## config.mk

```make
export PLATFORM = sky130hd
export DESIGN_NAME = usb_conv_stage
export DESIGN_NICKNAME = d
export VERILOG_FILES = /design/src/rtl/usb_conv_stage.sv
export SDC_FILE = /design/constraint.sdc
export NUM_CORES = 1
export LEC_CHECK = 0
export ABC_AREA = 1
export ABC_CLOCK_PERIOD_IN_PS = 3400
export BUFFER_PORTS_ARGS = -buffer_cell sky130_fd_sc_hd__buf_2
export CAP_MARGIN = 10
export CORE_ASPECT_RATIO = 1.4
export CORE_MARGIN = 2
export CORE_UTILIZATION = 40
export CTS_CLUSTER_DIAMETER = 80
export CTS_CLUSTER_SIZE = 10
export DETAILED_ROUTE_END_ITERATION = 10
export GPL_TIMING_DRIVEN = 0
export MAX_ROUTING_LAYER = met4
export SYNTH_ARGS = -nofsm -noshare
export SYNTH_HDL_FRONTEND = slang
export SYNTH_SLANG_ARGS = --single-unit
```

## constraint.sdc

```tcl
create_clock -name CLKOUT -period 3.4 [get_ports CLKOUT]
set_clock_uncertainty 0.2 [all_clocks]
set_input_delay 0.51 -clock CLKOUT [delete_from_list [all_inputs] [get_ports CLKOUT]]
set_output_delay 0.51 -clock CLKOUT [all_outputs]
set_load 0.05 [all_outputs]
```

## src/rtl/usb_conv_stage.sv

```systemverilog
// usb_conv_stage
//   Streaming 3-tap valid-mode FIR between the FX2LP EP2 read path and the
//   EP6 write path. Each frame of N input words yields N-2 output words:
//   y = sat((K0*x[n-2] + K1*x[n-1] + K2*x[n]) >>> SHIFT).
//
// Ports
//   CLKOUT     clock, rising edge
//   rst_n      asynchronous active-low reset
//   in_data    sample word (unsigned)          in_valid / in_ready handshake
//   in_last    final word of the input frame
//   out_data   filtered word                   out_valid / out_ready handshake
//   out_last   final output word of the frame
//   frame_cnt  words accepted in the current frame (saturating)
//   err_short  one-cycle pulse when a 1- or 2-word frame ends
//   busy       frame in progress or output pending
module usb_conv_stage #(
  parameter int DATA_W = 16,
  parameter int COEF_W = 8,
  parameter int K0     = 1,
  parameter int K1     = 2,
  parameter int K2     = 1,
  parameter int SHIFT  = 2
) (
  input  logic              CLKOUT,
  input  logic              rst_n,
  input  logic [DATA_W-1:0] in_data,
  input  logic              in_valid,
  input  logic              in_last,
  output logic              in_ready,
  output logic [DATA_W-1:0] out_data,
  output logic              out_valid,
  output logic              out_last,
  input  logic              out_ready,
  output logic [15:0]       frame_cnt,
  output logic              err_short,
  output logic              busy
);

  localparam int ACC_W = DATA_W + COEF_W + 3;

  localparam logic [1:0] S_IDLE = 2'd0;
  localparam logic [1:0] S_FILL = 2'd1;
  localparam logic [1:0] S_RUN  = 2'd2;

  // Coefficients are first reduced to COEF_W bits, then sign-extended to the
  // accumulator width so the products are formed as signed ACC_W values.
  localparam logic signed [COEF_W-1:0] C0_N = COEF_W'(K0);
  localparam logic signed [COEF_W-1:0] C1_N = COEF_W'(K1);
  localparam logic signed [COEF_W-1:0] C2_N = COEF_W'(K2);
  localparam logic signed [ACC_W-1:0]  C0   = ACC_W'(C0_N);
  localparam logic signed [ACC_W-1:0]  C1   = ACC_W'(C1_N);
  localparam logic signed [ACC_W-1:0]  C2   = ACC_W'(C2_N);

  logic [1:0]        r_state;
  logic [DATA_W-1:0] r_w0;
  logic [DATA_W-1:0] r_w1;
  logic [DATA_W-1:0] r_out_data;
  logic              r_out_valid;
  logic              r_out_last;
  logic [15:0]       r_frame_cnt;
  logic              r_err_short;

  logic                    w_accept;
  logic signed [ACC_W-1:0] w_x0;
  logic signed [ACC_W-1:0] w_x1;
  logic signed [ACC_W-1:0] w_x2;
  logic signed [ACC_W-1:0] w_acc;
  logic signed [ACC_W-1:0] w_sh;
  logic [DATA_W-1:0]       w_sat;

  // RUN may only accept when the output register is free or draining now.
  assign in_ready = rst_n & ((r_state != S_RUN) | ~r_out_valid | out_ready);
  assign w_accept = in_valid & in_ready;

  // Samples are unsigned: zero-extend into the signed accumulator domain.
  assign w_x0  = {{(ACC_W-DATA_W){1'b0}}, r_w0};
  assign w_x1  = {{(ACC_W-DATA_W){1'b0}}, r_w1};
  assign w_x2  = {{(ACC_W-DATA_W){1'b0}}, in_data};
  assign w_acc = (C0 * w_x0) + (C1 * w_x1) + (C2 * w_x2);
  assign w_sh  = w_acc >>> SHIFT;

  always_comb begin
    w_sat = w_sh[DATA_W-1:0];
    if (w_sh[ACC_W-1]) begin
      w_sat = '0;
    end else if (|w_sh[ACC_W-2:DATA_W]) begin
      w_sat = '1;
    end
  end

  always_ff @(posedge CLKOUT or negedge rst_n) begin
    if (!rst_n) begin
      r_state     <= S_IDLE;
      r_w0        <= '0;
      r_w1        <= '0;
      r_out_data  <= '0;
      r_out_valid <= 1'b0;
      r_out_last  <= 1'b0;
      r_frame_cnt <= 16'd0;
      r_err_short <= 1'b0;
    end else begin
      r_err_short <= 1'b0;

      // A RUN accept below overrides this and keeps out_valid high.
      if (r_out_valid && out_ready) begin
        r_out_valid <= 1'b0;
      end

      if (w_accept) begin
        if (in_last) begin
          r_frame_cnt <= 16'd0;
        end else if (r_frame_cnt != 16'hFFFF) begin
          r_frame_cnt <= r_frame_cnt + 16'd1;
        end

        case (r_state)
          S_IDLE: begin
            r_w1 <= in_data;
            if (in_last) begin
              r_err_short <= 1'b1;
            end else begin
              r_state <= S_FILL;
            end
          end
          S_FILL: begin
            r_w0 <= r_w1;
            r_w1 <= in_data;
            if (in_last) begin
              r_err_short <= 1'b1;
              r_state     <= S_IDLE;
            end else begin
              r_state <= S_RUN;
            end
          end
          S_RUN: begin
            r_out_data  <= w_sat;
            r_out_valid <= 1'b1;
            r_out_last  <= in_last;
            r_w0        <= r_w1;
            r_w1        <= in_data;
            if (in_last) begin
              r_state <= S_IDLE;
            end
          end
          default: r_state <= S_IDLE;
        endcase
      end
    end
  end

  assign out_data  = r_out_data;
  assign out_valid = r_out_valid;
  assign out_last  = r_out_last;
  assign frame_cnt = r_frame_cnt;
  assign err_short = r_err_short;
  assign busy      = (r_state != S_IDLE) | r_out_valid;

endmodule

```

* Yosys cells after proc, flatten, opt, wreduce, memory -nomap -nowiden
Index checks and enable logic that the tools add are counted.
** Storage, ports and cells
- Flip-flop bits (word level) :: 69
- Word-level logic and storage cells :: 50
- Input bits :: 21
** Cells by class
- $add $sub $neg :: 3
- Reduce and logical (&&, ||, !) cells :: 13
- Bitwise logic cells :: 6
- Equality and inequality tests :: 6
- Mux-type cells :: 14
** Operators with widths (number)
- two-way mux 16 bit :: 4
- adder 18 x 16 -> 19 bit :: 1
- adder 16 x 17 -> 18 bit :: 1
- adder 16 x 1 -> 16 bit (second input constant) :: 1
- != test 16 bit (second input constant) :: 1
- OR reduction 9 bit :: 1
- AND reduction 2 bit :: 4
- two-way mux 1 bit :: 6
- two-way mux 2 bit :: 3
- != test 2 bit (second input constant) :: 3
- case mux 2 bit (3 select lines) :: 1
- nonzero test 2 bit :: 2
- OR reduction 2 bit :: 2
- OR 1 bit :: 3
- AND reduction 3 bit :: 1
- OR reduction 3 bit :: 1
- AND 1 bit :: 2
- equality test 2 x 1 -> 1 bit (second input constant) :: 1
- equality test 2 bit (second input constant) :: 1
- zero test 2 bit :: 1
- logical AND 1 bit :: 1
- inverter 1 bit :: 1

* Depth between registers and ports, before layout
- Word-level depth :: 6
- Gate-level depth with buffers :: 13
- Gate-level depth less buffers :: 13

* Least setup slack after synthesis
No wires, ideal clock.
- Path kind :: input -> register
- Start point :: in in_data[2]
- End point :: reg r_out_data[13] (netlist: out_data[13])
- Buffers on the path :: 0
- Stages :: 13
- Setup time :: 118 ps
- Data required time :: 3082 ps
- Arrival :: 2216 ps
- Path slack :: 867 ps
- Cells stage by stage :: fa_1 -> inv_1 -> fa_1 -> inv_1 -> nand3_1 -> nand3_1 -> nand2_1 -> nand2_1 -> nand2_1 -> nand2_1 -> nand2_1 -> nand3_1 -> nand2_1
** Between the ends
- Cells in the longest elaborated chain, start to end :: 4
** RTL lines
- from (decl) :: line 26 : input logic [DATA_W-1:0] in_data,
- adder 18 x 16 -> 19 bit (*) :: line 79 : assign w_acc = (C0 * w_x0) + (C1 * w_x1) + (C2 * w_x2);
- OR reduction 9 bit :: line 86 : end else if (|w_sh[ACC_W-2:DATA_W]) begin
- two-way mux 16 bit (*) :: line 86
- two-way mux 16 bit (*) :: line 84 : if (w_sh[ACC_W-1]) begin
- to (signal assigned) :: line 136 : r_out_data <= w_sat;
- to (decl) :: line 57 : logic [DATA_W-1:0] r_out_data;
Every way passes the cells marked *; elsewhere a longest branch is shown, timed or not.
A chain may end at the register's enable or synchronous reset.

* Worst setup path in the final report
- Start point :: in rst_n
- End point :: out in_ready
** Between the ends
- Cells in the longest elaborated chain, start to end :: 1
** RTL lines
- from (decl) :: line 25 : input logic rst_n,
- AND 1 bit :: line 72 : assign in_ready = rst_n & ((r_state != S_RUN) | ~r_out_valid | out_ready);
- to (decl) :: line 29 : output logic in_ready,
Every way passes these cells.

==> metrics.yaml <==
place:
  portBuffers: 56
  placed_cells: 759
  post-place-ws_ps: 509
  dp.final_hpwl_um: 8110
  place.gp.congestion: 0.918
floorplan:
  die_h_um: 128
  die_area_um2: 11800
  row_count: 45
  fp.coreArea_um2: 10800
  start_util_pct: 40.6
  fp.dieW_um: 92.3
  io_pins: 58
detailed_routing:
  via_per_inst: 4.80
  drtIter0Drc: 144
  routedWlPerCell_um: 13.3
  drtPass1Iterations: 4
  drc: 0
  ant_nets: 0
  wl_um: 10400
  vias: 3723
pwr:
  peakVddDrop_mv: 0.378
  finalPower_mw: 4.92
  leakage_nw: 2.80
  power_density_nw_per_um2: 953
grt:
  grt_pass1_vias: 3684
  antenna_found_initial: 0
  grt_overflow: 0
  grt_pass1_wl_um: 17500
  grt_usage_pct: 19.5
  grt_max_degree: 38
worst_setup_path:
  critPathCaptureType: "output pin"
  cpPeakStageDelay_ps: 520
  critical_path_depth: 4
  cp_max_fo: 34
  cp_cell_sequence: "dlygate4sd3_1 -> buf_4 -> o21a_1 -> buf_2"
  critPathKind: "in -> out"
  cp-start-kind: "primary input"
  slowest_stage: "dlygate4sd3_1"
  worstRegToRegCells: 13
  cp_num_buf_inv: 3
  crit_family: "buffers and inverters"
  rrSetupSlack_ps: 800
  arrival_ps: 1950
  crit_required_ps: 2690
clock_network:
  h-tree-depth: 3
  clock-sinks: 69
  post_cts_buffers: 0
  cts_tree: "yes"
  cts_buffers: 9
  clk_path_buf_depth: 2
  clk_transition_reported_paths_ps: 60
  clock-root-buffer: "clkbuf_16"
  insertion_delay_ps: 330
layout:
  final_common_cell: "nand2_1"
  antenna_cells: 0
  finalNetCount: 687
  final_layout_size_suffix_gt1_share_pct: 15.9
  fill_cells: 1080
  area_growth_pct: 18.3
  final_cell_mix: "nand2_1, inv_1, dfrtp_1, buf_2, nand3_1"
  finalCoreUtilization_pct: 48.0
  finalNonFillerCells: 776
synth:
  syn_area_per_cell_um2: 7.78
  syn_nets: 618
  postSynthCellCount: 561
  synthesis.area_um2: 4360
  yosysWarnings: 0
  synth-seq-area-share_pct: 39.6
  yosys.cell_types.count: 38
  synth.ff_latch_count: 69
sta:
  worstMarginPinSlew_ps: 492
  hold_viol: 0
  fin_ws_ps: 742
  setup_tns_ps: 0
  slew_headroom_pct: 67.2
  rsz0062_at_grt: "no"
  slew_violations: 0
  finalCritPeriodShare_pct: 78.2
  post-route-min-period_ps: 2660
  max_freq_mhz: 376
  finalSetupViolCount: 0
min_path:
  holdCritPathClass: "in -> reg"
  min_path_cells: 2
job:
  drv_cap: 0
outcome:
  status: "finished, final reports clean"
[synthesized netlist by cell type]
| cell | number | area [µm²] |
|---|---|---|
| nor3_1 | 9 | 45.0 |
| and3_1 | 1 | 6.26 |
| or2_1 | 1 | 6.26 |
| buf_8 | 1 | 15.0 |
| a21oi_4 | 1 | 16.3 |
| nand2_2 | 3 | 18.8 |
| nand3b_1 | 4 | 30.0 |
| o21bai_1 | 2 | 15.0 |
| inv_6 | 1 | 8.76 |
| xor2_1 | 5 | 43.8 |
| o211ai_1 | 1 | 7.51 |
| inv_2 | 3 | 11.3 |
| o31ai_1 | 1 | 7.51 |
| o21ai_1 | 2 | 10.0 |
| nand2b_1 | 1 | 6.26 |
| clkbuf_1 | 1 | 3.75 |
| clkbuf_2 | 1 | 5.00 |
| nand2_1 | 192 | 721 |
| nor2_2 | 1 | 6.26 |
| ha_1 | 20 | 250 |
| a21oi_1 | 12 | 60.1 |
| nor2_1 | 23 | 86.3 |
| o21a_1 | 1 | 7.51 |
| inv_1 | 72 | 270 |
| a21o_1 | 1 | 7.51 |
| buf_1 | 2 | 7.51 |
| xnor2_1 | 5 | 43.8 |
| o21ai_2 | 4 | 35.0 |
| fa_1 | 16 | 320 |
| or2_2 | 1 | 6.26 |
| nand4_1 | 5 | 31.3 |
| o21ai_0 | 36 | 180 |
| buf_2 | 9 | 45.0 |
| dfrtp_1 | 69 | 1730 |
| and2_1 | 1 | 6.26 |
| clkbuf_8 | 1 | 13.8 |
| nand3_1 | 50 | 250 |
| nor3_4 | 2 | 32.5 |
[per-stage QoR]
step	hold slack [ps]	instance area (µm²)
4_1_cts	157	5160
3_3_place_gp	256	4820
6_report	172	5160
5_1_grt	185	5160
3_5_place_dp	263	4840
2_1_floorplan	14.4	4360
[registers in the layout, summed over array words and instances, names as in the netlist]
name       count
r_state        2
out_valid      1
frame_cnt     16
out_last       1
r_w0          16
r_w1          16
out_data      16
err_short      1
[metal layers]
layer	vias to the layer above	part of all wire, %	global-route usage (%)
li1	1909	-	-
met2	62	52	33.9
met4	0	1.6	6.41
met3	12	3.3	3.83
met5	-	0	-
met1	1740	43	22.6
[area by class of cell]
cell class              count  area (µm²)  share of cell area [%]
multi-input cells         401        2260                    43.7
flip-flops and latches     69        1730                    33.4
repair buffers             58         313                    6.06
inverters                  76         290                    5.62
clock buffers              12         267                    5.16
well taps                 141         176                    3.42
plain buffers              15        90.1                    1.74
clock inverters             4        45.0                   0.872
[worst paths after layout]
| check | from | endpoint |
|---|---|---|
| min in group asynchronous | rst_n | frame_cnt[4] |
| worst min register to register | out_data[9] | out_data[9] |
| worst max-delay path | rst_n | in_ready |
| worst max register to register | r_w0[2] | out_data[13] |
| max in group asynchronous | rst_n | r_w0[10] |
| worst min-delay path | out_ready | out_valid |
[worst reg2reg max path: stages (launching register included)]
cell and delay, ps:
dfrtp_1 390, fa_1 540, inv_1 70, fa_1 450
inv_1 70, nand3_1 60, nand3_1 170, nand2_1 70
nand2_1 130, nand2_1 90, nand2_1 70, nand2_1 50
nand3_1 80, nand2_1 50
[cell families after synthesis]
kind of cell | after synthesis | synth area share (%)
AO/OA/AOI/OAI | 61 | 7.94
AND/OR/NAND/NOR | 294 | 28.7
adder cells (fa/ha/maj) | 36 | 13.1
XOR/XNOR | 10 | 2.01
flip-flops | 69 | 39.6
buffers and inverters | 91 | 8.72
[power by group]
part,switching [mW],internal [mW],leakage (nW)
Clock,0.344,0.624,0.158
Sequential,0.210,1.08,0.895
Combinational,1.77,0.901,1.74
[what timing repair did]
item | CTS | global route
hold endpoints to repair | 32 | 0
setup endpoints to repair | 0 | 0
hold buffers | 1 | 0
gates resized for setup | 0 | 0
No activity file was read; power rests on OpenSTA's default activity.
